### src/rtl/jtag_master.sv
`default_nettype none
// =============================================================================
// Module      : jtag_master
// Description : Host-side JTAG initiator. Turns TAP-reset / IR / DR / idle
//               commands into TMS/TDI sequences on a divided TCK and returns
//               the captured TDO bits.
// Revision    : 1.0 - initial release
// =============================================================================
module jtag_master #(
    parameter int DATA_W  = 32,
    parameter int LEN_W   = 6,
    parameter int CLK_DIV = 4
) (
    input  logic              clk,
    input  logic              rst_n,
    input  logic              cmd_v_i,
    output logic              cmd_rdy_o,
    input  logic [1:0]        cmd_op_i,
    input  logic [LEN_W-1:0]  cmd_len_i,
    input  logic [DATA_W-1:0] cmd_data_i,
    output logic              res_v_o,
    output logic [DATA_W-1:0] res_data_o,
    output logic              busy_o,
    output logic              tck_o,
    output logic              tms_o,
    output logic              tdi_o,
    input  logic              tdo_i
);

    localparam int PH_W  = $clog2(2 * CLK_DIV);
    localparam int IDX_W = (DATA_W > 1) ? $clog2(DATA_W) : 1;

    localparam logic [PH_W-1:0]  PH_ONE      = PH_W'(1);
    localparam logic [PH_W-1:0]  PH_RISE     = PH_W'(CLK_DIV - 1);
    localparam logic [PH_W-1:0]  PH_LAST     = PH_W'(2 * CLK_DIV - 1);
    localparam logic [LEN_W-1:0] LEN_MAX     = LEN_W'(DATA_W);
    localparam logic [LEN_W-1:0] LEN_ONE     = LEN_W'(1);
    localparam logic [LEN_W-1:0] RST_LAST    = LEN_W'(5);
    localparam logic [LEN_W-1:0] SEL_DR_LAST = LEN_W'(2);
    localparam logic [LEN_W-1:0] SEL_IR_LAST = LEN_W'(3);
    localparam logic [LEN_W-1:0] SEL_IR_ONES = LEN_W'(2);

    localparam logic [1:0] OP_RST  = 2'b00;
    localparam logic [1:0] OP_IR   = 2'b01;
    localparam logic [1:0] OP_DR   = 2'b10;

    typedef enum logic [2:0] {
        S_IDLE  = 3'd0,
        S_RST   = 3'd1,
        S_SEL   = 3'd2,
        S_SHIFT = 3'd3,
        S_EXIT  = 3'd4,
        S_RUN   = 3'd5,
        S_DONE  = 3'd6
    } state_t;

    state_t              state_q, state_d;
    logic [PH_W-1:0]     ph_q, ph_d;
    logic [LEN_W-1:0]    step_q, step_d;
    logic [LEN_W-1:0]    len_q, len_d;
    logic [LEN_W-1:0]    len_clamp;
    logic                is_ir_q, is_ir_d;
    logic [DATA_W-1:0]   data_q, data_d;
    logic [DATA_W-1:0]   cap_q, cap_d;
    logic [DATA_W-1:0]   res_data_q, res_data_d;
    logic                res_v_q, res_v_d;
    logic                rdy_q, rdy_d;
    logic                busy_q, busy_d;
    logic                tck_q, tck_d;
    logic                tms_q, tms_d;
    logic                tdi_q, tdi_d;
    logic                tdo_s1_q, tdo_s1_d;
    logic                tdo_s2_q, tdo_s2_d;
    logic                start_period;

    always_comb begin
        state_d      = state_q;
        ph_d         = ph_q;
        step_d       = step_q;
        len_d        = len_q;
        is_ir_d      = is_ir_q;
        data_d       = data_q;
        cap_d        = cap_q;
        res_data_d   = res_data_q;
        res_v_d      = 1'b0;
        tck_d        = tck_q;
        tms_d        = tms_q;
        tdi_d        = tdi_q;
        tdo_s1_d     = tdo_i;
        tdo_s2_d     = tdo_s1_q;
        start_period = 1'b0;
        len_clamp    = (cmd_len_i > LEN_MAX) ? LEN_MAX : cmd_len_i;

        case (state_q)
            S_IDLE: begin
                if (cmd_v_i && rdy_q) begin
                    data_d       = cmd_data_i;
                    cap_d        = '0;
                    ph_d         = '0;
                    step_d       = '0;
                    is_ir_d      = (cmd_op_i == OP_IR);
                    len_d        = len_clamp;
                    start_period = 1'b1;
                    case (cmd_op_i)
                        OP_RST: state_d = S_RST;
                        OP_IR, OP_DR: begin
                            state_d = S_SEL;
                            if (len_clamp == '0) begin
                                len_d = LEN_ONE;
                            end
                        end
                        default: begin
                            // A zero-length idle completes without any TCK.
                            if (len_clamp == '0) begin
                                state_d      = S_DONE;
                                res_v_d      = 1'b1;
                                res_data_d   = '0;
                                start_period = 1'b0;
                            end else begin
                                state_d = S_RUN;
                            end
                        end
                    endcase
                end
            end

            S_DONE: state_d = S_IDLE;

            default: begin
                ph_d = ph_q + PH_ONE;
                if (ph_q == PH_RISE) begin
                    tck_d = 1'b1;
                    if (state_q == S_SHIFT) begin
                        cap_d[step_q[IDX_W-1:0]] = tdo_s2_q;
                    end
                end
                if (ph_q == PH_LAST) begin
                    ph_d         = '0;
                    tck_d        = 1'b0;
                    step_d       = step_q + LEN_ONE;
                    start_period = 1'b1;
                    case (state_q)
                        S_RST: begin
                            if (step_q == RST_LAST) state_d = S_DONE;
                        end
                        S_SEL: begin
                            if (step_q == (is_ir_q ? SEL_IR_LAST : SEL_DR_LAST)) begin
                                state_d = S_SHIFT;
                                step_d  = '0;
                            end
                        end
                        S_SHIFT: begin
                            if (step_q == len_q - LEN_ONE) begin
                                state_d = S_EXIT;
                                step_d  = '0;
                            end
                        end
                        S_EXIT: begin
                            if (step_q == LEN_ONE) state_d = S_DONE;
                        end
                        S_RUN: begin
                            if (step_q == len_q - LEN_ONE) state_d = S_DONE;
                        end
                        default: ;
                    endcase
                    if (state_d == S_DONE) begin
                        step_d       = '0;
                        start_period = 1'b0;
                        res_v_d      = 1'b1;
                        res_data_d   = cap_q;
                    end
                end
            end
        endcase

        // TMS/TDI for the period about to begin, while TCK is low.
        if (start_period) begin
            case (state_d)
                S_RST:   tms_d = (step_d != RST_LAST);
                S_SEL:   tms_d = is_ir_d ? (step_d < SEL_IR_ONES) : (step_d == '0);
                S_SHIFT: begin
                    tms_d = (step_d == len_d - LEN_ONE);
                    tdi_d = data_d[step_d[IDX_W-1:0]];
                end
                S_EXIT:  tms_d = (step_d == '0);
                S_RUN:   tms_d = 1'b0;
                default: ;
            endcase
        end

        rdy_d  = (state_d == S_IDLE);
        busy_d = (state_d != S_IDLE);
    end

    always_ff @(posedge clk or negedge rst_n) begin
        if (!rst_n) begin
            state_q    <= S_IDLE;
            ph_q       <= '0;
            step_q     <= '0;
            len_q      <= '0;
            is_ir_q    <= 1'b0;
            data_q     <= '0;
            cap_q      <= '0;
            res_data_q <= '0;
            res_v_q    <= 1'b0;
            rdy_q      <= 1'b0;
            busy_q     <= 1'b0;
            tck_q      <= 1'b0;
            tms_q      <= 1'b0;
            tdi_q      <= 1'b0;
            tdo_s1_q   <= 1'b0;
            tdo_s2_q   <= 1'b0;
        end else begin
            state_q    <= state_d;
            ph_q       <= ph_d;
            step_q     <= step_d;
            len_q      <= len_d;
            is_ir_q    <= is_ir_d;
            data_q     <= data_d;
            cap_q      <= cap_d;
            res_data_q <= res_data_d;
            res_v_q    <= res_v_d;
            rdy_q      <= rdy_d;
            busy_q     <= busy_d;
            tck_q      <= tck_d;
            tms_q      <= tms_d;
            tdi_q      <= tdi_d;
            tdo_s1_q   <= tdo_s1_d;
            tdo_s2_q   <= tdo_s2_d;
        end
    end

    assign cmd_rdy_o  = rdy_q;
    assign res_v_o    = res_v_q;
    assign res_data_o = res_data_q;
    assign busy_o     = busy_q;
    assign tck_o      = tck_q;
    assign tms_o      = tms_q;
    assign tdi_o      = tdi_q;

endmodule
`default_nettype wire

### config.mk
export PLATFORM = sky130hd
export DESIGN_NAME = jtag_master
export DESIGN_NICKNAME = d
export VERILOG_FILES = /design/src/rtl/jtag_master.sv
export SDC_FILE = /design/constraint.sdc
export NUM_CORES = 1
export LEC_CHECK = 0
export BUFFER_PORTS_ARGS = -buffer_cell sky130_fd_sc_hd__clkbuf_2
export CORE_UTILIZATION = 35
export CTS_BUF_LIST = sky130_fd_sc_hd__clkbuf_4
export DETAILED_ROUTE_END_ITERATION = 16
export SETUP_SLACK_MARGIN = 0.5
export SYNTH_ARGS = -nofsm -noshare
export SYNTH_HDL_FRONTEND = slang
export SYNTH_SLANG_ARGS = --single-unit
### constraint.sdc
create_clock -name clk -period 3 [get_ports clk]
set_clock_uncertainty 0.2 [all_clocks]
set_input_delay 0.15 -clock clk [delete_from_list [all_inputs] [get_ports clk]]
set_output_delay 0.15 -clock clk [all_outputs]
set_load 0.005 [all_outputs]
* Word-level counts from Yosys, hierarchy flattened *
Cells that the tools add are included.

storage, ports and cells
  output and inout bits = 38
  logic and storage cells = 139
  register bits after elaboration = 123

operators by class
  bitwise logic cells = 2
  eq/ne operators = 25
  add/subtract/negate cells = 4
  $lt $le $gt $ge = 5
  reductions and logical operators = 23
  multiplexer cells = 64

operators with widths
  kind                                                   count
  two-way mux 32 bit                                     10
  one-hot mux 32 bit (2 select lines)                    2
  two-way mux 6 bit                                      10
  two-way mux 3 bit                                      11
  bitwise mux 32 bit                                     1
  one-hot mux 6 bit (2 select lines)                     2
  == test 3 bit (second input constant)                  7
  two-way mux 1 bit                                      18
  one-hot mux 3 bit (2 select lines)                     3
  == test 3 x 2 -> 1 bit (second input constant)         5
  one-hot mux 3 bit (5 select lines)                     1
  == test 6 bit                                          2
  logical NOT 6 bit                                      2
  < comparator 5 x 6 -> 1 bit (second input constant)    2
  subtractor 6 x 1 -> 6 bit (second input constant)      2
  nonzero test 2 bit                                     5
  AND reduction 2 bit                                    4
  adder 6 x 1 -> 6 bit (second input constant)           1
  == test 3 x 1 -> 1 bit (second input constant)         2
  == test 6 x 1 -> 1 bit (second input constant)         1
  == test 6 x 2 -> 1 bit                                 1
  == test 6 x 3 -> 1 bit (second input constant)         1
  greater-than comparator 6 bit (second input constant)  1
  logical NOT 3 bit                                      2
  21 further kinds                                       27

* Longest topological paths before layout *
  depth after elaboration = 13
  depth in mapped cells = 15

* Worst setup path before layout *
Ideal clock, no wire load.

  kind = flip-flop to flip-flop
  from = register step_q[3]
  to = register tms_q, in the netlist tms_o
  setup slack = -187 ps
  required time = 2720 ps
  setup time = 80 ps
  cell stages (with the launch flop) = 13
  data arrival time = 2907 ps
  cells stage by stage = dfrtp_1 -> buf_6 -> or3_4 -> or4_1 -> and4b_1 -> buf_6 -> nor3b_1 -> o31a_1 -> buf_2 -> xnor2_1 -> xor2_1 -> o31a_1 -> o211ai_2

on the way
  longest elaborated chain between the ends = 12

RTL lines
  item                                                              RTL line  source
  start, declared                                                   59        logic [LEN_W-1:0] step_q, step_d;
  start signal, assigned                                            216       step_q <= step_d;
  == test 6 bit (tied with other cells)                             153, 162
  two-way mux 3 bit (on tied branches)                              -
  one-hot mux 3 bit (5 select lines)                                142       case (state_q)
  two-way mux 3 bit                                                 137       if (ph_q == PH_LAST) begin
  two-way mux 3 bit                                                 94        case (state_q)
  == test 3 bit                                                     166       if (state_d == S_DONE) begin
  two-way mux 6 bit                                                 166
  two-way mux 6 bit                                                 137
  one-hot mux 6 bit (2 select lines) (*)                            94
  net step_d[3]                                                     59
  < comparator 6 x 2 -> 1 bit or logical NOT 6 bit (tied branches)  180, 185
  two-way mux 1 bit                                                 180       S_SEL: tms_d = is_ir_d ? (step_d < SEL_IR_ONES) : (step_d == '0);
  one-hot mux 1 bit (5 select lines) (*)                            178       case (state_d)
  end signal, assigned                                              226       tms_q <= tms_d;
  end, declared                                                     70        logic tms_q, tms_d;

The timed path passes the listed nets; every way through them passes the cells marked *. The select of a mux whose other input is x is not followed.
A chain may end at the register's enable or synchronous reset.

* Worst setup path in the final report *
  from = register step_q[3]
  to = register tms_q, in the netlist tms_o

on the way
  longest elaborated chain between the ends = 12

RTL lines
  item                                                              RTL line
  == test 6 bit (tied with other cells)                             153, 162
  two-way mux 3 bit (on tied branches)                              -
  one-hot mux 3 bit (5 select lines)                                142
  two-way mux 3 bit                                                 137
  two-way mux 3 bit                                                 94
  == test 3 bit                                                     166
  two-way mux 6 bit                                                 166
  two-way mux 6 bit                                                 137
  one-hot mux 6 bit (2 select lines)                                94
  < comparator 6 x 2 -> 1 bit or logical NOT 6 bit (tied branches)  180, 185
  two-way mux 1 bit                                                 180
  one-hot mux 1 bit (5 select lines)                                178

Parallel ways exist; a longest one is shown, timed or not. The select of a mux whose other input is x is not followed.

==> results.txt <==
- Setup CP Type: flop to flop
- For the worst-skew pair, the clock arrives at the later sink with an insertion delay of 540 ps.
- The die is 135.1 um wide.
* Max rail drop VDD: 0.0002427 V
- Overall die height: 135.1 um
* Total cell area at the placement stage: 0.007367 sq mm
* Status: finished, violations left
* Net count reported at finish: 911
* Global-route wire length before repair: 28,730 um
* Number of sinks driven by the clock tree: 123
* I/O pin count: 82
* Via-to-Cell Ratio: 5.228
- DRC Markers: 0
- The total overflow left after global routing is 0.
- Of the available clock period, the critical path in the final layout requires 1.051.
- Final weighted congestion in routability-driven placement: 0.8235
* Wire length reported by the detailed router: 17,520 um
* R2r worst-path depth: 9
* Setup repair after global routing missed its margin: yes
* Reg2reg start: step_q[3]
- Counting the buffers created by CTS gives 17.
- Async SR Flop Fraction: 1.000
- OpenSTA, run right after detailed placement, puts the worst setup slack at -101.0 ps.
- In this run the worst hold path is classified as input port to flop.
- The checks that failed: setup timing.
- First-pass detailed-route iteration total: 4
* Number of antenna violations at the first check in global routing: 0
* Worst reg2reg setup slack: -150 ps
- Fin crit period: 3152 ps
- Post-synthesis cell area: 0.006200 sq mm
* Fin util: 0.4918
- In the final layout, the share of cells above drive strength 1 is 0.2829.
- Row generation in the floorplan step produced 48 rows.
- Top flip-flop cell by instance count after synthesis: sky130_fd_sc_hd__dfrtp_1
- Timing-limited maximum frequency: 0.3173 GHz
- Counting along the longest clock path gives a buffer depth of 2.
- Mapped Cells: 666
- Initial DRC count: 441
* Cell at the root of the clock tree: sky130_fd_sc_hd__clkbuf_4
* Launching element of the worst setup path: step_q[3]
* WP data required: 3260 ps
- Startpoint class of the critical path: flop
- Max-cap violations: 0
* Number of synthesized flops with an enable pin: 0
- In this run the number of H-tree levels came out at 4.
* Pwr per Cell Area: 379.4 mW/mm^2
- Kind of capture point of the worst setup path: flop
* Capturing element of the worst setup path: tms_o
- Final number of hold-violating endpoints: 0
- Total core area: 0.01730 sq mm
- During synthesis, Yosys emitted a total of 0 warnings.
* Maximum fanout along the worst path: 5
* Number of pins with negative max-slew slack in the final report: 0
- After routing the design area is 0.008506 sq mm.
- 0 antenna diodes ended up in the layout.
* Synthesized Nets: 724
- Once detail routing completed, the nets flagged for antenna violations numbered 0.
* Relative area change from synthesis to final layout: 37.19%
- Setup violations remaining at the end of the flow were counted as 2.
* Half-perimeter wire length after detailed placement: 11,230 um
- Initial standard-cell utilization of the core: 0.3584
* Hold path startpoint: tdo_i
- Die Area: 0.01825 sq mm
- Dominant combinational cell family by area after synthesis: compound AO/OA/AOI/OAI gates
- Largest net degree at the start of global routing: 45
* Via total after detailed routing: 5,704
* Instance count along the most critical hold path: 2
- TritonCTS built the clock tree.
- Post-layout worst setup margin: -151.8 ps
* Number of distinct library cells after synthesis: 65
- Overall global routing resource usage: 0.2026
- In this run the tightest slew margin relative to its limit is 0.6328.
* Clock transition time at the flip-flop clock pins of the worst setup and hold paths: 110 ps
- For this design the static power due to leakage is 4.113 nW.
- Reg2Reg Capture Point: tms_o
* Final Power: 3.227 mW
* Share of the yosys chip area belonging to registers: 0.4965
- Of the total synthesized cell area, the portion taken by XOR and XNOR cells is 0.01978.
* Average footprint of a synthesized cell: 9.309 sq um
- Vias in the first global route: 5,675
* Final routed wire length divided by cell count: 16.06 um
- At the pin with the least slew margin, the transition time is 545.1 ps.
- Synth Area in Simple Gates: 0.1806
- Number of synthesized register bits: 123
- After synthesis, the share of cell area in mux cells is 0.01816.
* Arithmetic-cell share of the synthesized area counting full adders, half adders and majority gates: 0.02825
* Share of the synthesized area in compound gates (AO/OA/AOI/OAI): 0.2151
- PortBufs: 81
- Worst EP arrival: 3410 ps
-- critical path: stages (launching register included) --
cell and delay (ps):
sky130_fd_sc_hd__dfrtp_1 400, sky130_fd_sc_hd__or3_4 390, sky130_fd_sc_hd__or4_4 550, sky130_fd_sc_hd__and4b_2 290
sky130_fd_sc_hd__nor3b_2 170, sky130_fd_sc_hd__o31a_1 350, sky130_fd_sc_hd__xnor2_2 190, sky130_fd_sc_hd__xor2_1 150
sky130_fd_sc_hd__o31a_1 250, sky130_fd_sc_hd__o211ai_2 150
-- through the flow --
| step | TNS (ps) | hold slack (ps) | cells |
|---|---|---|---|
| after floorplan | -154.3 | -345.6 | 666 |
| after global placement | -133.2 | -14.72 | 1002 |
| after detailed placement | -631.7 | -10.66 | 1002 |
| after CTS | -138.7 | 15.45 | 1087 |
| after global routing | -520.0 | 45.83 | 1091 |
| final | -207.2 | 54.67 | 1091 |
-- layer usage --
| metal | track usage | vias up | routed length, um | part of all wire |
|---|---|---|---|---|
| li1 | - | 2764 | - | - |
| met3 | 0.03604 | 22 | 793 | 0.045 |
| met5 | 0 | - | 0 | 0 |
| met4 | 0.06492 | 0 | 300 | 0.017 |
| met2 | 0.3271 | 139 | 8329 | 0.48 |
| met1 | 0.2744 | 2779 | 8100 | 0.46 |
-- cell families (layout without fill, tap and decap cells) --
| logic type | after synthesis | in the layout |
|---|---|---|
| simple gates | 237 | 239 |
| mux | 11 | 11 |
| fa+ha+maj | 14 | 14 |
| buf+inv | 61 | 257 |
| flops | 123 | 123 |
| compound gates | 206 | 208 |
| xor+xnor | 14 | 14 |
-- power by group --
group | internal, mW | total (mW) | switching, mW
registers | 1.66 | 1.67 | 0.00256
clock network | 0.760 | 1.43 | 0.670
logic | 0.0701 | 0.132 | 0.0614
total | 2.49 | 3.23 | 0.734
-- worst min-delay path by stage --
| stage | to |
|---|---|
| 6_report | tdo_s1_q |
| 5_1_grt | tdo_s1_q |
| 4_1_cts | tdo_s1_q |
| 3_5_place_dp | res_data_o[26] |
| 3_3_place_gp | res_v_o |
| 2_1_floorplan | busy_o |
-- layout make-up --
cell class | instances | area, sq um
Sequential cell | 123 | 3078
Inverter | 16 | 60.06
Fill cell | 1603 | 8791
Clock inverter | 14 | 219.0
Clock buffer | 18 | 135.1
Multi-Input combinational cell | 486 | 3137
Timing Repair Buffer | 209 | 1595
Tap cell | 225 | 281.5
-- sequential cells by signal, summed over array words and instances (netlist names) --
name        cells
tdo_s1_q        1
tck_o           1
tdi_o           1
step_q          6
cmd_rdy_o       1
busy_o          1
data_q         32
res_data_o     32
state_q         3
tdo_s2_q        1
cap_q          32
ph_q            3
res_v_o         1
is_ir_q         1
tms_o           1
len_q           6
-- what timing repair did --
item / CTS / global route
endpoints found under the hold margin: 168 / 0
cloned: 2 / 2
pin swaps: 3 / 7
gates resized for setup: 28 / 16
buffers inserted: 6 / 2
endpoints found under the setup margin: 39 / 67
hold buffers: 45 / 0
-- cells in the mapped netlist, drive strengths merged (5+ instances only) --
master | count | area [sq um]
nor2 | 16 | 60.06
nor3 | 7 | 40.04
dfrtp | 123 | 3078
inv | 16 | 60.06
nand2 | 139 | 521.8
xnor2 | 11 | 96.34
a21oi | 40 | 200.2
mux2i | 9 | 90.09
o211ai | 9 | 72.57
o31ai | 6 | 45.04
clkbuf | 28 | 105.1
nand2b | 11 | 68.82
ha | 14 | 175.2
nand3 | 19 | 95.09
a31oi | 7 | 43.79
a22o | 34 | 297.8
and3 | 6 | 37.54
a21o | 5 | 37.54
nor2b | 7 | 43.79
buf | 17 | 92.59
o21ai | 79 | 395.4
-- cell usage in the layout (no fill, tap or decap), drive strengths merged, types with 9 or more instances in the layout --
| cell | instances |
|---|---|
| nand3 | 19 |
| dfrtp | 123 |
| a22o | 34 |
| nand2 | 139 |
| a31oi | 9 |
| buf | 85 |
| a21oi | 40 |
| clkbuf | 98 |
| nor2 | 16 |
| nand2b | 11 |
| xnor2 | 11 |
| ha | 14 |
| o211ai | 9 |
| inv | 18 |
| dlygate4sd3 | 44 |
| o21ai | 79 |
| mux2i | 9 |
Power figures use the tool's default switching activity.
